`config.mk`:
```
export PLATFORM = sky130hd
export DESIGN_NAME = lmsm_sequencer_flat
export DESIGN_NICKNAME = d
export VERILOG_FILES = /design/src/rtl/lmsm_sequencer_pkg.sv /design/src/rtl/lmsm_sequencer_if.sv /design/src/rtl/lmsm_sequencer_prio_enc_lsb.sv /design/src/rtl/lmsm_sequencer.sv /design/src/flat_wrapper.sv
export SDC_FILE = /design/constraint.sdc
export NUM_CORES = 1
export LEC_CHECK = 0
export CAP_MARGIN = 20
export CORE_MARGIN = 5
export CORE_UTILIZATION = 35
export CTS_BUF_LIST = sky130_fd_sc_hd__clkbuf_8
export DETAILED_ROUTE_END_ITERATION = 10
export DONT_BUFFER_PORTS = 1
export PLACE_DENSITY = 0.54
export SYNTH_ARGS = -nofsm -noshare
export SYNTH_HDL_FRONTEND = slang
export SYNTH_SLANG_ARGS = --single-unit
```
`constraint.sdc`:
```
create_clock -name clk -period 2.8 [get_ports clk]
set_clock_uncertainty 0.15 [all_clocks]
set_input_delay 0.28 -clock clk [delete_from_list [all_inputs] [get_ports clk]]
set_output_delay 0.28 -clock clk [all_outputs]
set_load 0.005 [all_outputs]
```
`src/rtl/lmsm_sequencer_pkg.sv`:
```
// Shared constants, state encoding and LM/SM opcodes for the load/store-multiple sequencer.
package lmsm_sequencer_pkg;

  localparam int unsigned NREG = 8;
  localparam int unsigned AW   = 16;
  localparam int unsigned RW   = 3;
  localparam int unsigned CW   = RW + 1;

  typedef enum logic [1:0] {
    ST_IDLE = 2'd0,
    ST_XFER = 2'd1,
    ST_DONE = 2'd2
  } state_e;

  // Main-controller opcodes that raise start
  localparam logic [3:0] OP_LM = 4'b0110;
  localparam logic [3:0] OP_SM = 4'b0111;

endpackage

```
`src/rtl/lmsm_sequencer_if.sv`:
```
// Request / memory / register-file steering bundle between controller, datapath and sequencer.
interface lmsm_sequencer_if;
  import lmsm_sequencer_pkg::*;

  logic            start;
  logic            is_store;
  logic [NREG-1:0] reg_mask;
  logic [AW-1:0]   base_addr;
  logic            mem_ack;
  logic [AW-1:0]   mem_addr;
  logic            mem_rd;
  logic            mem_wr;
  logic [RW-1:0]   rf_raddr;
  logic [RW-1:0]   rf_waddr;
  logic            rf_wen;
  logic            busy;
  logic            done;
  logic [CW-1:0]   reg_count;

  modport master (
    output start, is_store, reg_mask, base_addr, mem_ack,
    input  mem_addr, mem_rd, mem_wr, rf_raddr, rf_waddr, rf_wen, busy, done, reg_count
  );

  modport slave (
    input  start, is_store, reg_mask, base_addr, mem_ack,
    output mem_addr, mem_rd, mem_wr, rf_raddr, rf_waddr, rf_wen, busy, done, reg_count
  );

endinterface

```
`src/rtl/lmsm_sequencer_prio_enc_lsb.sv`:
```
// Lowest-set-bit priority encoder over the remaining register mask.
module prio_enc_lsb
  import lmsm_sequencer_pkg::*;
(
  input  logic [NREG-1:0] mask_i,
  output logic [RW-1:0]   index_o,
  output logic            valid_o
);

  // Descending scan so the lowest set bit is the last (winning) assignment
  always_comb begin
    index_o = '0;
    valid_o = |mask_i;
    for (int i = NREG - 1; i >= 0; i--) begin
      if (mask_i[i]) index_o = RW'(i);
    end
  end

endmodule

```
`src/rtl/lmsm_sequencer.sv`:
```
// LM/SM sequencer: walks the latched register mask lowest-first, one memory access per selected register.
module lmsm_sequencer
  import lmsm_sequencer_pkg::*;
(
  input  logic              clk,
  input  logic              reset,
  lmsm_sequencer_if.slave   bus
);

  state_e          state_q;
  logic [NREG-1:0] mask_q;
  logic [NREG-1:0] mask_d;
  logic [AW-1:0]   addr_q;
  logic [CW-1:0]   count_q;
  logic            store_q;
  logic [RW-1:0]   idx;
  logic            idx_valid;
  logic            act;

  prio_enc_lsb u_enc (
    .mask_i  (mask_q),
    .index_o (idx),
    .valid_o (idx_valid)
  );

  // Remaining mask with its lowest set bit cleared
  assign mask_d = mask_q & (mask_q - NREG'(1));

  always_ff @(posedge clk) begin
    if (reset) begin
      state_q <= ST_IDLE;
      mask_q  <= '0;
      addr_q  <= '0;
      count_q <= '0;
      store_q <= 1'b0;
    end else begin
      unique case (state_q)
        ST_IDLE: begin
          if (bus.start) begin
            mask_q  <= bus.reg_mask;
            addr_q  <= bus.base_addr;
            store_q <= bus.is_store;
            count_q <= '0;
            state_q <= (bus.reg_mask != '0) ? ST_XFER : ST_DONE;
          end
        end
        ST_XFER: begin
          if (bus.mem_ack) begin
            mask_q  <= mask_d;
            addr_q  <= addr_q + AW'(1);
            count_q <= count_q + CW'(1);
            if (mask_d == '0) state_q <= ST_DONE;
          end
        end
        ST_DONE: state_q <= ST_IDLE;
        default: state_q <= ST_IDLE;
      endcase
    end
  end

  // Steering is only live in XFER and is forced quiet while reset is held
  assign act = (state_q == ST_XFER) && idx_valid && !reset;

  assign bus.mem_addr  = act ? addr_q : '0;
  assign bus.mem_rd    = act && !store_q;
  assign bus.mem_wr    = act && store_q;
  assign bus.rf_raddr  = act ? idx : '0;
  assign bus.rf_waddr  = act ? idx : '0;
  assign bus.rf_wen    = act && !store_q && bus.mem_ack;
  assign bus.busy      = (state_q != ST_IDLE) && !reset;
  assign bus.done      = (state_q == ST_DONE) && !reset;
  assign bus.reg_count = reset ? '0 : count_q;

endmodule

```
`src/flat_wrapper.sv`:
```
// flat-port wrapper written by rule: the top's interface ports become plain ports
module lmsm_sequencer_flat import lmsm_sequencer_pkg::*;
  (clk, reset, bus_start, bus_is_store, bus_reg_mask, bus_base_addr, bus_mem_ack, bus_mem_addr, bus_mem_rd, bus_mem_wr, bus_rf_raddr, bus_rf_waddr, bus_rf_wen, bus_busy, bus_done, bus_reg_count);
  lmsm_sequencer_if bus_i ();
  input  logic clk;
  input  logic reset;
  input wire logic [$bits(bus_i.start)-1:0] bus_start;
  input wire logic [$bits(bus_i.is_store)-1:0] bus_is_store;
  input wire logic [$bits(bus_i.reg_mask)-1:0] bus_reg_mask;
  input wire logic [$bits(bus_i.base_addr)-1:0] bus_base_addr;
  input wire logic [$bits(bus_i.mem_ack)-1:0] bus_mem_ack;
  output wire logic [$bits(bus_i.mem_addr)-1:0] bus_mem_addr;
  output wire logic [$bits(bus_i.mem_rd)-1:0] bus_mem_rd;
  output wire logic [$bits(bus_i.mem_wr)-1:0] bus_mem_wr;
  output wire logic [$bits(bus_i.rf_raddr)-1:0] bus_rf_raddr;
  output wire logic [$bits(bus_i.rf_waddr)-1:0] bus_rf_waddr;
  output wire logic [$bits(bus_i.rf_wen)-1:0] bus_rf_wen;
  output wire logic [$bits(bus_i.busy)-1:0] bus_busy;
  output wire logic [$bits(bus_i.done)-1:0] bus_done;
  output wire logic [$bits(bus_i.reg_count)-1:0] bus_reg_count;
  assign bus_i.start = bus_start;
  assign bus_i.is_store = bus_is_store;
  assign bus_i.reg_mask = bus_reg_mask;
  assign bus_i.base_addr = bus_base_addr;
  assign bus_i.mem_ack = bus_mem_ack;
  assign bus_mem_addr = bus_i.mem_addr;
  assign bus_mem_rd = bus_i.mem_rd;
  assign bus_mem_wr = bus_i.mem_wr;
  assign bus_rf_raddr = bus_i.rf_raddr;
  assign bus_rf_waddr = bus_i.rf_waddr;
  assign bus_rf_wen = bus_i.rf_wen;
  assign bus_busy = bus_i.busy;
  assign bus_done = bus_i.done;
  assign bus_reg_count = bus_i.reg_count;
  lmsm_sequencer u_core (.clk(clk), .reset(reset), .bus(bus_i));
endmodule
```
==> metrics.log, run 1 <==
INFO  metric final_hold_violation_count = 0
INFO  metric num-fill-cells = 595
INFO  metric antenna_violating_nets_post_route = 0
INFO  metric dominantRegCellSynth = sky130_fd_sc_hd__dfxtp_1
INFO  metric tritoncts_num_sinks = 31
INFO  metric timing.final.crit_share = 0.839
INFO  metric cts_made_buffers = 5
INFO  metric vias = 2,038
INFO  metric grt_use_met1 = 0.241
INFO  metric worst-endpoint-arrival = 1.92 ns
INFO  metric cts_setup_buffers = 0
INFO  metric worst_hold_startpoint = bus_base_addr[0]
INFO  metric pwr_density_cell = 656 nW/µm²
INFO  metric setup.worst_path.start_class = register
INFO  metric crit_path_top_delay_cell = sky130_fd_sc_hd__nor4_2
INFO  metric cts_htree_levels = 2
INFO  metric final.hold.worst_slack = 0.00627 ns
INFO  metric post_drt_wl_per_cell = 18.4 µm
INFO  metric synth-async-reset-ratio = 0
INFO  metric n_antenna_cell = 0
INFO  metric grt_usage = 0.174
INFO  metric worstPathRequired = 2.37 ns
INFO  metric drt_pre_antenna_iters = 4
INFO  metric layout.nets = 305
INFO  metric fmaxAchievable = 426 MHz
INFO  metric netlist_instances = 275
INFO  metric static-leakage-power = 0.802 nW
INFO  metric floorplan.initialDensity = 0.366
INFO  metric ctsRootBufferMaster = sky130_fd_sc_hd__clkbuf_8
INFO  metric critical_path.reg2reg.startpoint = u_core.state_q[0]$_SDFFE_PP0P_
INFO  metric cell_count_of_the_worst_reg_to_reg_path = 5
INFO  metric die_height = 86.3 µm
INFO  metric synth_simple_gate_area_frac = 0.303
INFO  metric vias_in_the_first_global_route = 1,966
INFO  metric grt_setup_unrepaired = no
INFO  metric grt_antenna_before_repair = 0
INFO  metric yosys.area_share.adder = 0.0172
INFO  metric post_synth_instance_area = 2040 µm²
INFO  metric setup_total_negative_slack = 0 ns
INFO  metric cts_buffer_depth = 2
INFO  metric hpwl_after_detailed_placement = 4460 µm
INFO  metric grt_remaining_overflow = 0
INFO  metric run_status = complete, no violations
INFO  metric synth_area_in_compound_gates = 0.282
INFO  metric vias_per_cell = 5.89
INFO  metric final_cell_mix = sky130_fd_sc_hd__dfxtp_1, sky130_fd_sc_hd__a21oi_1, sky130_fd_sc_hd__nor2_1, sky130_fd_sc_hd__nand2_1, sky130_fd_sc_hd__and2_1
INFO  metric yosys_cell_types = 59
INFO  metric route.detailed.drc = 0
INFO  metric num_io_pins = 60
INFO  metric synth_edf_count = 0
INFO  metric grt_start_max_net_pins = 31
INFO  metric io_buffers = 0
INFO  metric min_delay_path_depth = 2
INFO  metric worstHoldPathType = in -> reg
INFO  metric seq_area_frac_synth = 0.304
INFO  metric postSynthNetCount = 306
INFO  metric fp.dieW = 86.3 µm
INFO  metric worst_pin_slew = 0.947 ns
INFO  metric max_slew_margin = 0.367
INFO  metric synth.area.mux_share = 0.0203
INFO  metric multiInputGateArea = 1280 µm²
INFO  metric synth_warnings = 0
INFO  metric floorplan.core_area = 5570 µm²
INFO  metric gr-usage-met3 = 0.0551
INFO  metric timing.critical_path.cells = nor4_2 > a311oi_2 > buf_4 > nor2b_1 > and2_1
INFO  metric synthesis.area_per_instance = 7.41 µm²
INFO  metric drt-total-wl = 6380 µm
INFO  metric drv.max_cap_violation_count = 0
INFO  metric ff_latch_area = 621 µm²
INFO  metric synth_top_family_by_area = simple AND/OR/NAND/NOR gates
INFO  metric initial_drc_count = 149
INFO  metric synth.ff_latch_count = 31
INFO  metric die-area = 7450 µm²
INFO  metric floorplan.rows = 27
INFO  metric worst_setup_hold_path_clk_slew = 0.07 ns
INFO  metric share_of_final_layout_standard_cells_stronger_than_drive_strength_1 = 0.0876
INFO  metric area_growth = 10.1%
INFO  metric grt_util_met2 = 0.266
INFO  metric layout_commonest_cell = sky130_fd_sc_hd__dfxtp_1
INFO  metric cts_tree = built
INFO  metric globalRoute.busiestLayer = met2
INFO  metric grt_pass1_wl = 10,400 µm
INFO  metric insertion_delay = 0.28 ns
INFO  metric critical_path.startpoint = u_core.mask_q[0]$_SDFFE_PP0P_
INFO  metric final.min_clock_period = 2.35 ns
INFO  metric crit_path_end_kind = output pin
INFO  metric cp_max_fo = 20
INFO  metric gp_congestion = 0.852
INFO  metric critPathKind = reg -> out
INFO  metric synth-xor-area-share = 0.00430
INFO  metric setup_viol_count_final = 0
INFO  metric slowest_delay = 0.53 ns
INFO  metric peakVddDrop = 0.256 mV
INFO  metric timing.final.max_slew_violations = 0
[metrics by stage]
stage / cells / power, mW / cell area (µm²) / setup WS (ns) / utilization
floorplan: 275 / 0.969 / 2040 / 0.960 / -
global placement: 334 / 1.10 / 2110 / 0.810 / 0.378
detailed placement: 334 / 1.10 / 2110 / 0.768 / 0.378
CTS: 346 / 1.48 / 2240 / 0.450 / 0.402
global route: 346 / 1.58 / 2240 / 0.302 / 0.402
finish: 346 / 1.47 / 2240 / 0.451 / 0.402
[where the power goes]
part	switching (mW)	internal, mW	leakage (nW)
Clock	0.171	0.193	0.0470
Combinational	0.298	0.204	0.499
Sequential	0.0944	0.512	0.255
Total	0.563	0.908	0.802
[sequential cells by signal (all words and copies together) (netlist names)]
register and cells:
u_core.state_q 2, u_core.count_q 4, u_core.mask_q 8, u_core.addr_q 16, u_core.store_q 1
[final cells by class]
cell class,instances,share of cell area
clock buffer,6,0.0368
multi-input combinational,210,0.572
tap,72,0.0402
inverter,12,0.0201
sequential,31,0.277
clock inverter,1,0.00223
timing repair buffer,14,0.0524
[synth_stat cells, drive strengths merged, types with 2 or more instances]
cell type / n / area share
a2111oi: 2 / 0.012
o221ai: 2 / 0.0086
a21o: 2 / 0.0074
nor2b: 7 / 0.021
o22ai: 3 / 0.0092
nor2: 23 / 0.042
a311oi: 5 / 0.021
o21ai: 19 / 0.047
a21oi: 27 / 0.066
a211oi: 6 / 0.025
ha: 2 / 0.012
mux2i: 3 / 0.015
o31a: 2 / 0.0086
nor4b: 2 / 0.0086
or4: 2 / 0.0092
nand3: 9 / 0.022
o31ai: 3 / 0.011
nand4: 4 / 0.012
dfxtp: 31 / 0.30
inv: 12 / 0.022
and2: 20 / 0.061
nor3: 9 / 0.022
buf: 6 / 0.018
o311a: 2 / 0.0098
and3: 4 / 0.012
nor4: 4 / 0.015
o21a: 2 / 0.0074
clkbuf: 16 / 0.029
nand2: 22 / 0.041
nand2b: 2 / 0.0061
[worst max-delay path: cells and delay by family, from the launching register on]
| family | cells | cell delay [ns] |
|---|---|---|
| simple gates | 3 | 0.86 |
| flops | 1 | 0.37 |
| buf+inv | 1 | 0.24 |
| compound gates | 1 | 0.18 |
[logic make-up (layout without fill, tap and decap cells)]
group                      Yosys count  count (layout)
DFF                                 31              31
AOI/OAI and AO/OA                   87              87
buffers and inverters               34              33
muxes                                4               4
xor gates and xnor gates             1               1
and+or+nand+nor                    115             115
adders and majority gates            3               3
[routing by layer]
layer  up-vias  wire [µm]  share of wire
met5         -          0              0
met4         0         56         0.0088
met3         7        443          0.069
met2        61       2860           0.45
met1       971       3020           0.47
li1        999          -              -
[what timing repair did]
action / 4_1_cts / 5_1_grt
hold buffers: 5 / 0
resized for setup: 0 / 0
endpoints found under the hold margin: 22 / 0
endpoints found under the setup margin: 0 / 0
[path summary, 6_finish.rpt]
path,slack (ns),endpoint
hold reg to reg,0.33,u_core.addr_q[15]$_SDFFE_PP0P_
hold / removal,0.006,u_core.addr_q[0]$_SDFFE_PP0P_
setup reg to reg,0.85,u_core.addr_q[15]$_SDFFE_PP0P_
setup / recovery,0.45,bus_rf_wen
Note: power is estimated with default switching activity, not from simulation.
==> run 2, diff against run 1 <==
==> constraint.sdc (replaced) <==
create_clock -name clk -period 2.4 [get_ports clk]
set_clock_uncertainty 0.15 [all_clocks]
set_input_delay 0.24 -clock clk [delete_from_list [all_inputs] [get_ports clk]]
set_output_delay 0.24 -clock clk [all_outputs]
set_load 0.005 [all_outputs]
==> metrics.log, run 2 (synthesis gave the netlist of run 1 again) <==
INFO  metric run_status = complete, no violations (unchanged)
INFO  metric setup.worst_path.start_class = register (unchanged)
INFO  metric min_delay_path_depth = 2 (unchanged)
INFO  metric cts_setup_buffers = 0 (unchanged)
INFO  metric floorplan.rows = 27 (unchanged)
INFO  metric share_comb_of_total_power = 0.355 (was 0.341)
INFO  metric floorplan.core_area = 5570 µm² (unchanged)
INFO  metric share_of_final_layout_standard_cells_stronger_than_drive_strength_1 = 0.104 (was 0.0876)
INFO  metric drv.max_cap_violation_count = 0 (unchanged)
INFO  metric final_cell_mix = sky130_fd_sc_hd__dfxtp_1, sky130_fd_sc_hd__a21oi_1, sky130_fd_sc_hd__nor2_1, sky130_fd_sc_hd__nand2_1, sky130_fd_sc_hd__and2_1 (unchanged)
INFO  metric die-area = 7450 µm² (unchanged)
INFO  metric critPathKind = reg -> out (unchanged)
INFO  metric worstPathRequired = 2.01 ns (was 2.37 ns)
INFO  metric insertion_delay = 0.28 ns (about the same)
INFO  metric route.detailed.drc = 0 (unchanged)
INFO  metric timing.final.crit_share = 0.943
INFO  metric power.share.switching = 0.379 (was 0.383)
INFO  metric place_ws = 0.470 ns (was 0.768 ns)
INFO  metric crit_path_end_kind = output pin (unchanged)
INFO  metric worst_setup_hold_path_clk_slew = 0.07 ns (about the same)
INFO  metric worstHoldPathType = in -> reg (unchanged)
INFO  metric drt_pre_antenna_iters = 4 (unchanged)
INFO  metric reg2reg_to = u_core.addr_q[0]$_SDFFE_PP0P_ (was u_core.addr_q[15]$_SDFFE_PP0P_)
INFO  metric num-fill-cells = 609 (was 595)
INFO  metric grt_setup_unrepaired = no (unchanged)
INFO  metric num_io_pins = 60 (unchanged)
INFO  metric vias_in_the_first_global_route = 1,989 (was 1,966)
INFO  metric vias = 2,069 (was 2,038)
INFO  metric static-leakage-power = 0.834 nW (was 0.802 nW)
INFO  metric io_buffers = 0 (unchanged)
INFO  metric area_growth = 12.8% (was 10.1%)
INFO  metric layout.nets = 311 (was 305)
INFO  metric final.min_clock_period = 2.26 ns
INFO  metric largest_register_ff_count = 16 (unchanged)
INFO  metric cts_buffer_depth = 2 (unchanged)
INFO  metric gp_congestion = 0.849 (was 0.852)
INFO  metric layout.cells.non_filler = 352 (was 346)
INFO  metric initial_drc_count = 139 (was 149)
INFO  metric post-place-cells = 338 (was 334)
INFO  metric reg_top3 = u_core.addr_q: 16 flops, u_core.mask_q: 8 flops, u_core.count_q: 4 flops (unchanged)
INFO  metric n_antenna_cell = 0 (unchanged)
INFO  metric cts_tree = built (unchanged)
INFO  metric setup_total_negative_slack = 0 ns (unchanged)
INFO  metric sequential_share_of_power = 0.405 (was 0.412)
INFO  metric setup_viol_count_final = 0 (unchanged)
INFO  metric vias_per_cell = 5.88 (was 5.89)
INFO  metric worst_hold_startpoint = bus_base_addr[7] (was bus_base_addr[0])
INFO  metric p_clk_frac = 0.240 (was 0.247)
INFO  metric cts_htree_levels = 2 (unchanged)
INFO  metric grt_pass1_wl = 10,400 µm (unchanged)
INFO  metric power_switching = 0.660 mW (was 0.563 mW)
INFO  metric fp.dieW = 86.3 µm (unchanged)
INFO  metric cellInternalPower = 1.08 mW (was 0.908 mW)
INFO  metric cts_made_buffers = 5 (unchanged)
INFO  metric layout_commonest_cell = sky130_fd_sc_hd__dfxtp_1 (unchanged)
INFO  metric final_hold_violation_count = 0 (unchanged)
INFO  metric fmaxAchievable = 442 MHz
INFO  metric grt_usage = 0.176 (was 0.174)
INFO  metric die_height = 86.3 µm (unchanged)
INFO  metric hpwl_after_detailed_placement = 4540 µm (was 4460 µm)
INFO  metric antenna_violating_nets_post_route = 0 (unchanged)
INFO  metric drt-total-wl = 6370 µm (was 6380 µm)
INFO  metric r2r_slack = 0.25 ns (was 0.85 ns)
INFO  metric timing.final.max_slew_violations = 0 (unchanged)
INFO  metric peakVddDrop = 0.291 mV (was 0.256 mV)
INFO  metric end_of_the_worst_hold_path = u_core.addr_q[7]$_SDFFE_PP0P_ (was u_core.addr_q[0]$_SDFFE_PP0P_)
INFO  metric register_bank_with_the_most_flops = u_core.addr_q (unchanged)
INFO  metric pwr_density_cell = 758 nW/µm² (was 656 nW/µm²)
INFO  metric max_slew_margin = 0.286 (was 0.367)
INFO  metric grt_antenna_before_repair = 0 (unchanged)
INFO  metric finalWorstSetupSlack = 0.138 ns (was 0.451 ns)
INFO  metric grt_remaining_overflow = 0 (unchanged)
INFO  metric cp_max_fo = 17 (was 20)
INFO  metric utilization = 0.413 (was 0.402)
INFO  metric report.power.total = 1.74 mW (was 1.47 mW)
INFO  metric floorplan.initialDensity = 0.366 (unchanged)
INFO  metric critical_path.reg2reg.startpoint = u_core.state_q[0]$_SDFFE_PP0P_ (unchanged)
INFO  metric cell_count_of_the_worst_reg_to_reg_path = 7 (was 5)
INFO  metric worst-endpoint-arrival = 1.87 ns (was 1.92 ns)
INFO  metric post_drt_wl_per_cell = 18.1 µm (was 18.4 µm)
INFO  metric grt_start_max_net_pins = 25 (was 31)
INFO  metric worst_pin_slew = 1.07 ns (was 0.947 ns)
INFO  metric ctsRootBufferMaster = sky130_fd_sc_hd__clkbuf_8 (unchanged)
INFO  metric tritoncts_num_sinks = 31 (unchanged)
-- run 2: cell types whose count changed in the layout (fill, tap and decap cells not counted), sizes merged --
cell         before  now
dlygate4sd3       5    7
buf               9   13
-- run 2: per-stage QoR --
stage | instance area [µm²] | hold slack, ns
6_report | 2300 | 0.0184
5_1_grt | 2300 | 0.0377
4_1_cts | 2290 | 0.0175
3_5_place_dp | 2140 | 0.165
3_3_place_gp | 2140 | 0.166
2_1_floorplan | 2040 | 0.226
-- run 2: repair_timing --
action / in CTS / in global routing
hold endpoints to repair: 24 / 0
endpoints found under the setup margin: 0 / 1
resized for setup: 0 / 2
hold buffers: 7 / 0
-- run 2: metal layers --
metal	vias up	track usage	wire, µm
met3	9	0.0418	324
li1	1009	-	-
met1	1003	0.249	3080
met4	0	0.0538	85
met2	48	0.266	2880
met5	-	0	0
-- run 2: how the worst max path moves through the flow --
stage / cells past startpoint / to / start
after detailed placement: 4 / bus_mem_addr[2] / u_core.mask_q[0]$_SDFFE_PP0P_
after global placement: 5 / u_core.addr_q[15]$_SDFFE_PP0P_ / u_core.state_q[0]$_SDFFE_PP0P_
after global routing: 4 / bus_mem_addr[10] / u_core.mask_q[0]$_SDFFE_PP0P_
after floorplan: 5 / bus_rf_wen / u_core.state_q[1]$_SDFFE_PP0P_
after CTS: 7 / u_core.addr_q[0]$_SDFFE_PP0P_ / u_core.state_q[0]$_SDFFE_PP0P_
final: 4 / bus_mem_addr[3] / u_core.mask_q[0]$_SDFFE_PP0P_
-- run 2: layout make-up --
cell class                 count  area (µm²)  share of cell area
multi-input combinational    210        1280               0.559
sequential                    31         621               0.270
timing repair buffer          20         171              0.0745
clock inverter                 1        5.00             0.00218
inverter                      12        45.0              0.0196
tap                           72        90.1              0.0392
clock buffer                   6        82.6              0.0359
-- run 2: power groups by stage --
stage               registers (mW)  clock network, mW  logic (mW)
finish                       0.706              0.419       0.618
global route                 0.724              0.454       0.696
CTS                          0.703              0.430       0.616
detailed placement           0.714                  0       0.591
global placement             0.713                  0       0.590
floorplan                    0.685                  0       0.446
-- run 2: worst max-delay path, cell delays in order (launching register included) --
cell and delay, ns:
sky130_fd_sc_hd__dfxtp_1 0.37, sky130_fd_sc_hd__nor4_2 0.54, sky130_fd_sc_hd__a311oi_2 0.24, sky130_fd_sc_hd__buf_4 0.25, sky130_fd_sc_hd__and2_1 0.19
